### config.mk
export PLATFORM = sky130hd
export DESIGN_NAME = dict_builder
export DESIGN_NICKNAME = d
export VERILOG_FILES = /design/src/rtl/dict_builder.sv
export SDC_FILE = /design/constraint.sdc
export NUM_CORES = 1
export LEC_CHECK = 0
export CAP_MARGIN = 20
export CELL_PAD_IN_SITES_DETAIL_PLACEMENT = 1
export CELL_PAD_IN_SITES_GLOBAL_PLACEMENT = 1
export CORE_ASPECT_RATIO = 1.5
export CORE_MARGIN = 10
export CORE_UTILIZATION = 28
export DETAILED_ROUTE_END_ITERATION = 7
export PLACE_DENSITY_LB_ADDON = 0.1
export SYNTH_ARGS = -nofsm -noshare
export SYNTH_HDL_FRONTEND = slang
export SYNTH_SLANG_ARGS = --single-unit
### constraint.sdc
create_clock -name clk -period 6.49 [get_ports clk]
set_clock_uncertainty 0.05 [all_clocks]
set_input_delay 1.298 -clock clk [delete_from_list [all_inputs] [get_ports clk]]
set_output_delay 1.298 -clock clk [all_outputs]
set_load 0.01 [all_outputs]
### src/rtl/dict_builder.sv
// Forth dictionary entry builder: writes link, name length, name bytes and
// parameter field to a byte-wide memory bus, then commits ctx/here on success.
module dict_builder #(
  parameter int             ASZ  = 17,
  parameter logic [ASZ-1:0] DICT = 'h100,
  parameter int             LNK  = 2,
  parameter int             OPB  = 1,
  parameter int             NMAX = 31,
  parameter logic [ASZ-1:0] DEND = 'h1FFFF
) (
  input  logic             clk,
  input  logic             rst,
  input  logic             start,
  input  logic [7:0]       len,
  input  logic [8*OPB-1:0] op,
  input  logic             abort,
  input  logic             nm_valid,
  input  logic [7:0]       nm_data,
  output logic             nm_ready,
  output logic             busy,
  output logic             done,
  output logic [1:0]       err,
  output logic             we,
  output logic [ASZ-1:0]   ai,
  output logic [7:0]       vi,
  output logic [ASZ-1:0]   ctx,
  output logic [ASZ-1:0]   here
);

  localparam int CW = (LNK * 8 > ASZ) ? LNK * 8 : ASZ;

  typedef enum logic [2:0] {IDLE, CHK, LINK, LEN, NAME, PARM, FIN} state_t;

  state_t           state;
  logic [ASZ-1:0]   base;
  logic [ASZ-1:0]   ai_reg;
  logic [7:0]       vi_reg;
  logic [7:0]       len_r;
  logic [7:0]       cnt;
  logic [8*OPB-1:0] op_r;
  logic [1:0]       err_reg;

  logic [CW-1:0]    ctx_ext;
  logic [ASZ+1:0]   last_addr;
  logic [ASZ-1:0]   here_next;
  logic             len_bad;
  logic             ovf;
  logic             in_entry;
  logic             writing;

  assign ctx_ext   = CW'(ctx);
  // Extra two bits keep the end-of-entry address from wrapping near the top of memory.
  assign last_addr = (ASZ+2)'(base) + (ASZ+2)'(LNK + OPB) + (ASZ+2)'(len_r);
  assign ovf       = last_addr > (ASZ+2)'(DEND);
  assign len_bad   = (len_r == 8'd0) || (int'(len_r) > NMAX);
  assign here_next = base + ASZ'(LNK + 1 + OPB) + ASZ'(len_r);

  assign in_entry  = state inside {CHK, LINK, LEN, NAME, PARM};
  assign writing   = (state inside {LINK, LEN, PARM}) || (state == NAME && nm_valid);

  // Abort suppresses the write of the cycle it is seen in, including a name byte.
  assign we        = writing && !abort;
  assign ai        = ai_reg;
  assign vi        = (state == NAME) ? nm_data : vi_reg;
  assign nm_ready  = (state == NAME);
  assign busy      = (state != IDLE);
  assign done      = (state == FIN);
  assign err       = err_reg;

  always_ff @(posedge clk or posedge rst) begin
    if (rst) begin
      state   <= IDLE;
      base    <= '0;
      ai_reg  <= '0;
      vi_reg  <= '0;
      len_r   <= '0;
      cnt     <= '0;
      op_r    <= '0;
      err_reg <= 2'd0;
      ctx     <= '1;
      here    <= DICT;
    end else if (abort && in_entry) begin
      state   <= FIN;
      err_reg <= 2'd3;
    end else begin
      case (state)
        IDLE: begin
          if (start) begin
            base    <= here;
            len_r   <= len;
            op_r    <= op;
            err_reg <= 2'd0;
            cnt     <= '0;
            state   <= CHK;
          end
        end
        CHK: begin
          if (len_bad) begin
            err_reg <= 2'd1;
            state   <= FIN;
          end else if (ovf) begin
            err_reg <= 2'd2;
            state   <= FIN;
          end else begin
            ai_reg <= base;
            vi_reg <= ctx_ext[7:0];
            cnt    <= '0;
            state  <= LINK;
          end
        end
        LINK: begin
          ai_reg <= ai_reg + 1'b1;
          if (cnt == 8'(LNK - 1)) begin
            vi_reg <= len_r;
            cnt    <= '0;
            state  <= LEN;
          end else begin
            vi_reg <= 8'(ctx_ext >> (8 * (int'(cnt) + 1)));
            cnt    <= cnt + 8'd1;
          end
        end
        LEN: begin
          ai_reg <= ai_reg + 1'b1;
          cnt    <= '0;
          state  <= NAME;
        end
        NAME: begin
          if (nm_valid) begin
            ai_reg <= ai_reg + 1'b1;
            if (cnt == len_r - 8'd1) begin
              vi_reg <= op_r[7:0];
              cnt    <= '0;
              state  <= PARM;
            end else begin
              cnt <= cnt + 8'd1;
            end
          end
        end
        PARM: begin
          if (cnt == 8'(OPB - 1)) begin
            err_reg <= 2'd0;
            state   <= FIN;
          end else begin
            ai_reg <= ai_reg + 1'b1;
            vi_reg <= 8'(op_r >> (8 * (int'(cnt) + 1)));
            cnt    <= cnt + 8'd1;
          end
        end
        FIN: begin
          if (err_reg == 2'd0) begin
            ctx  <= base;
            here <= here_next;
          end
          ai_reg <= '0;
          vi_reg <= '0;
          state  <= IDLE;
        end
        default: state <= IDLE;
      endcase
    end
  end

endmodule

==> results_tabular.tex <==
\begin{tabular}{lr}
\hline
Metric & Value \\
\hline
\multicolumn{2}{l}{\textbf{Drt}} \\
Remaining number of nets flagged by the antenna check after routing & 0 \\
Initial DRC Count & between 200 and 300 \\
Number of search-and-repair iterations in the first detailed-routing pass & 5 \\
Vias after detailed routing & about 5.2k \\
Detail-routed net length per standard cell & 20.26 um \\
Remaining design rule violation count & 0 \\
Total routed wirelength & about 20000 um \\
Avg Vias per Cell & 5.165 \\
\multicolumn{2}{l}{\textbf{Min path}} \\
Min-delay worst type & flip-flop to flip-flop \\
Hold endpoint & ctx[4]\$\_DFFE\_PP1P\_ \\
Worst hold stages & 2 \\
Worst hold path startpoint & ctx[4]\$\_DFFE\_PP1P\_ \\
\multicolumn{2}{l}{\textbf{GRT}} \\
Wire length of the first global-routing pass & $\sim$33000 um \\
Pin count of the biggest net entering global routing & 66 \\
Overall track demand over capacity in global routing & roughly 15\% \\
Initial antenna violation count & 0 \\
Global route overflow & 0 \\
Vias in the first global route & about 5.7k \\
\multicolumn{2}{l}{\textbf{Final layout}} \\
Growth of design area from synthesis to finish & 24.89\% \\
Final-stage net count & 795 \\
Fraction of layout cells with a size suffix above 1 & a little over a tenth \\
Fill cell count & $\sim$2.4k \\
Fin util & 35.60\% \\
Final antenna diode count & 0 \\
Final cell count without fillers & 1012 \\
\multicolumn{2}{l}{\textbf{Setup path}} \\
Critical path buffers and inverters & 2 \\
Launching point of the worst reg2reg path & len\_r[2]\$\_DFFE\_PP0P\_ \\
CP endpoint kind & output pin \\
Kind of cell adding the most delay to the critical path & buffers and inverters \\
Biggest cell delay along the critical path & $\sim$560 ps \\
Data required time at the worst endpoint & 5140 ps \\
Worst path cell trace & clkdlybuf4s50\_1 > o21ai\_0 > a21oi\_1 > clkdlybuf4s50\_1 \\
Critical Path Start Type & input pin \\
RR Endpoint & here[16]\$\_DFFE\_PP0P\_ \\
Most used cell, CP & sky130\_fd\_sc\_hd\_\_clkdlybuf4s50\_1 \\
Arrival time worst endpoint & roughly 2600 ps \\
Maximum fanout count along the critical path & 3 \\
Setup slack of the worst register-to-register path & between 3000 and 4000 ps \\
Worst reg-to-reg path cell count & 11 \\
Critical path's slowest cell & sky130\_fd\_sc\_hd\_\_clkdlybuf4s50\_1 \\
Worst Path Class, Setup & input pin to output pin \\
\multicolumn{2}{l}{\textbf{Logic synthesis}} \\
Post-synthesis instance area & approximately 6000 sq um \\
FFs w/ async S/R, synth & 100.0\% \\
Warning count from the yosys run & 1 \\
Register area share after synthesis & 43.97\% \\
EDFF count, synth & 0 \\
Netlist cell types & 59 \\
Average cell area after synthesis & roughly 9 sq um \\
Mapped Nets & around 720 \\
Synthesized instance count & $\sim$660 \\
Dominant synthesized flop cell & sky130\_fd\_sc\_hd\_\_dfrtp\_1 \\
Register bit count reported by yosys & between 100 and 150 \\
\multicolumn{2}{l}{\textbf{CTS}} \\
Post-CTS Setup Bufs & 0 \\
Clock tree from TritonCTS & yes \\
Depth of the CTS H-tree & 3 \\
CTS-repair resized insts & 0 \\
Cell at the root of the clock tree & sky130\_fd\_sc\_hd\_\_clkbuf\_16 \\
Clock net sink count & around 110 \\
Clock slew seen by the registers of the worst setup and hold paths & roughly 70 ps \\
Clock Tree Buf Depth & 2 \\
CTS Hold Bufs & 0 \\
Number of buffers inserted during clock tree synthesis & 9 \\
Clock Latency Late Sink & between 300 and 400 ps \\
\multicolumn{2}{l}{\textbf{STA}} \\
Final hold violation count & 0 \\
Minimum clock period & approximately 4000 ps \\
Max-slew headroom at the worst pin & between 30\% and 40\% \\
Maximum frequency from static timing analysis & 250.8 MHz \\
Setup TNS & 0 ps \\
Unrepaired setup endpoints after global routing & false \\
Final critical-path share of the clock period & around three fifths \\
Final setup viols & 0 \\
Worst slew pin tran & around 1000 ps \\
Max-slew violation count & 0 \\
\multicolumn{2}{l}{\textbf{Placement}} \\
Weighted congestion at the end of routability-driven global placement & roughly 0.78 \\
Sum of net half-perimeters after detailed placement & $\sim$15000 um \\
Port-buffer cells & 93 \\
Instance count after placement with tap cells included & around 1000 \\
\multicolumn{2}{l}{\textbf{Pwr}} \\
Worst ir drop on vdd & roughly 0.17 mV \\
Power density over the cells & a little under 500 nW/um\^{}2 \\
Leak pwr & 3.190 nW \\
\multicolumn{2}{l}{\textbf{Die}} \\
Floorplan row count & 65 \\
Overall die area & $\sim$28000 sq um \\
Core region area & 21150 sq um \\
Initial cell density of the core & 28.50\% \\
Number of I/O pins & 94 \\
Die extent in y & $\sim$200 um \\
Width of the die & 139.8 um \\
\multicolumn{2}{l}{\textbf{Run status}} \\
Outcome & finished clean \\
\multicolumn{2}{l}{\textbf{Flow run}} \\
Reported max-cap violation count & 0 \\
\hline
\end{tabular}
worst reg2reg max path: cells and delay by family, from the launching register on:
kind	cells	cell delay, ps
fa+ha+maj	2	550
mux	1	420
flops	1	580
buf+inv	2	260
compound gates	6	1550
how the worst max path moves through the flow:
stage                        start                 to  slack, ps  cells past startpoint
final                     nm_valid                 we       2500                      4
after detailed placement  nm_valid                 we       2500                      4
after global placement    nm_valid                 we       2520                      4
after CTS                 nm_valid                 we       2490                      4
after floorplan                rst  ai[0]$_DFFE_PP0P_       2410                      1
after global routing      nm_valid                 we       2440                      4
cells in the final DEF (no fill, tap or decap), drive strengths merged, types with 8 or more instances in the layout:
master	count
a222oi	8
dfrtp	87
and3	12
mux2i	12
nand3	18
xnor2	11
nor3	13
nor2	34
ha	25
o211ai	9
nand2	118
inv	39
o21ai	57
clkbuf	10
clkdlybuf4s50	93
a21oi	40
mux2	29
dfstp	18
synth_stat cells, types with 8 or more instances:
cell	instances	area, sq um
sky130_fd_sc_hd__nand2_1	118	442.9
sky130_fd_sc_hd__dfrtp_1	87	2177
sky130_fd_sc_hd__o21ai_0	52	260.3
sky130_fd_sc_hd__a21oi_1	40	200.2
sky130_fd_sc_hd__inv_1	37	138.9
sky130_fd_sc_hd__nor2_1	34	127.6
sky130_fd_sc_hd__clkbuf_1	29	108.9
sky130_fd_sc_hd__mux2_2	29	326.6
sky130_fd_sc_hd__ha_1	25	312.8
sky130_fd_sc_hd__dfstp_2	18	473.0
sky130_fd_sc_hd__nand3_1	18	90.09
sky130_fd_sc_hd__nor3_1	13	65.06
sky130_fd_sc_hd__mux2i_1	12	120.1
sky130_fd_sc_hd__and3_1	11	68.82
sky130_fd_sc_hd__xnor2_1	11	96.34
sky130_fd_sc_hd__o211ai_1	9	67.56
sky130_fd_sc_hd__a222oi_1	8	80.08
per-layer routing:
metal / track usage (%) / wire length, um / vias up
li1: - / - / 2502
met1: 17.31 / 8694 / 2633
met2: 27.44 / 10950 / 77
met3: 2.447 / 529 / 15
met4: 4.103 / 323 / 0
met5: 0 / 0 / -
power by group:
group	switching, W	total (W)	internal [W]
Combinational	0.00107	0.00192	0.000845
Sequential	0.000318	0.00120	0.000883
Clock	0.000277	0.000581	0.000303
cells by family after synthesis:
group	after synthesis	synth area share (%)
xor+xnor	18	2.616
buf+inv	72	4.525
compound gates	172	18.60
simple gates	227	17.02
mux	41	7.411
flops	105	43.97
fa+ha+maj	27	5.854
through the flow:
step | total power [W] | setup slack, ps | cell area (sq um) | hold slack [ps]
after CTS | 0.003767 | 2487 | 7522 | 430.1
final | 0.003699 | 2503 | 7527 | 426.4
after global routing | 0.004032 | 2442 | 7527 | 453.7
after global placement | 0.003111 | 2519 | 7208 | 417.6
after detailed placement | 0.003163 | 2496 | 7219 | 417.2
after floorplan | 0.002381 | 2411 | 6027 | 420.3
layout make-up:
class	count	area (sq um)	area share [%]
clock buffers	9	225.2	2.992
clock inverters	7	77.57	1.031
inverters	37	141.4	1.878
multi-input cells	485	3105	41.26
flip-flops and latches	105	2650	35.21
well taps	268	335.3	4.455
repair buffers	101	992.2	13.18
No activity file was read; power rests on OpenSTA's default activity.
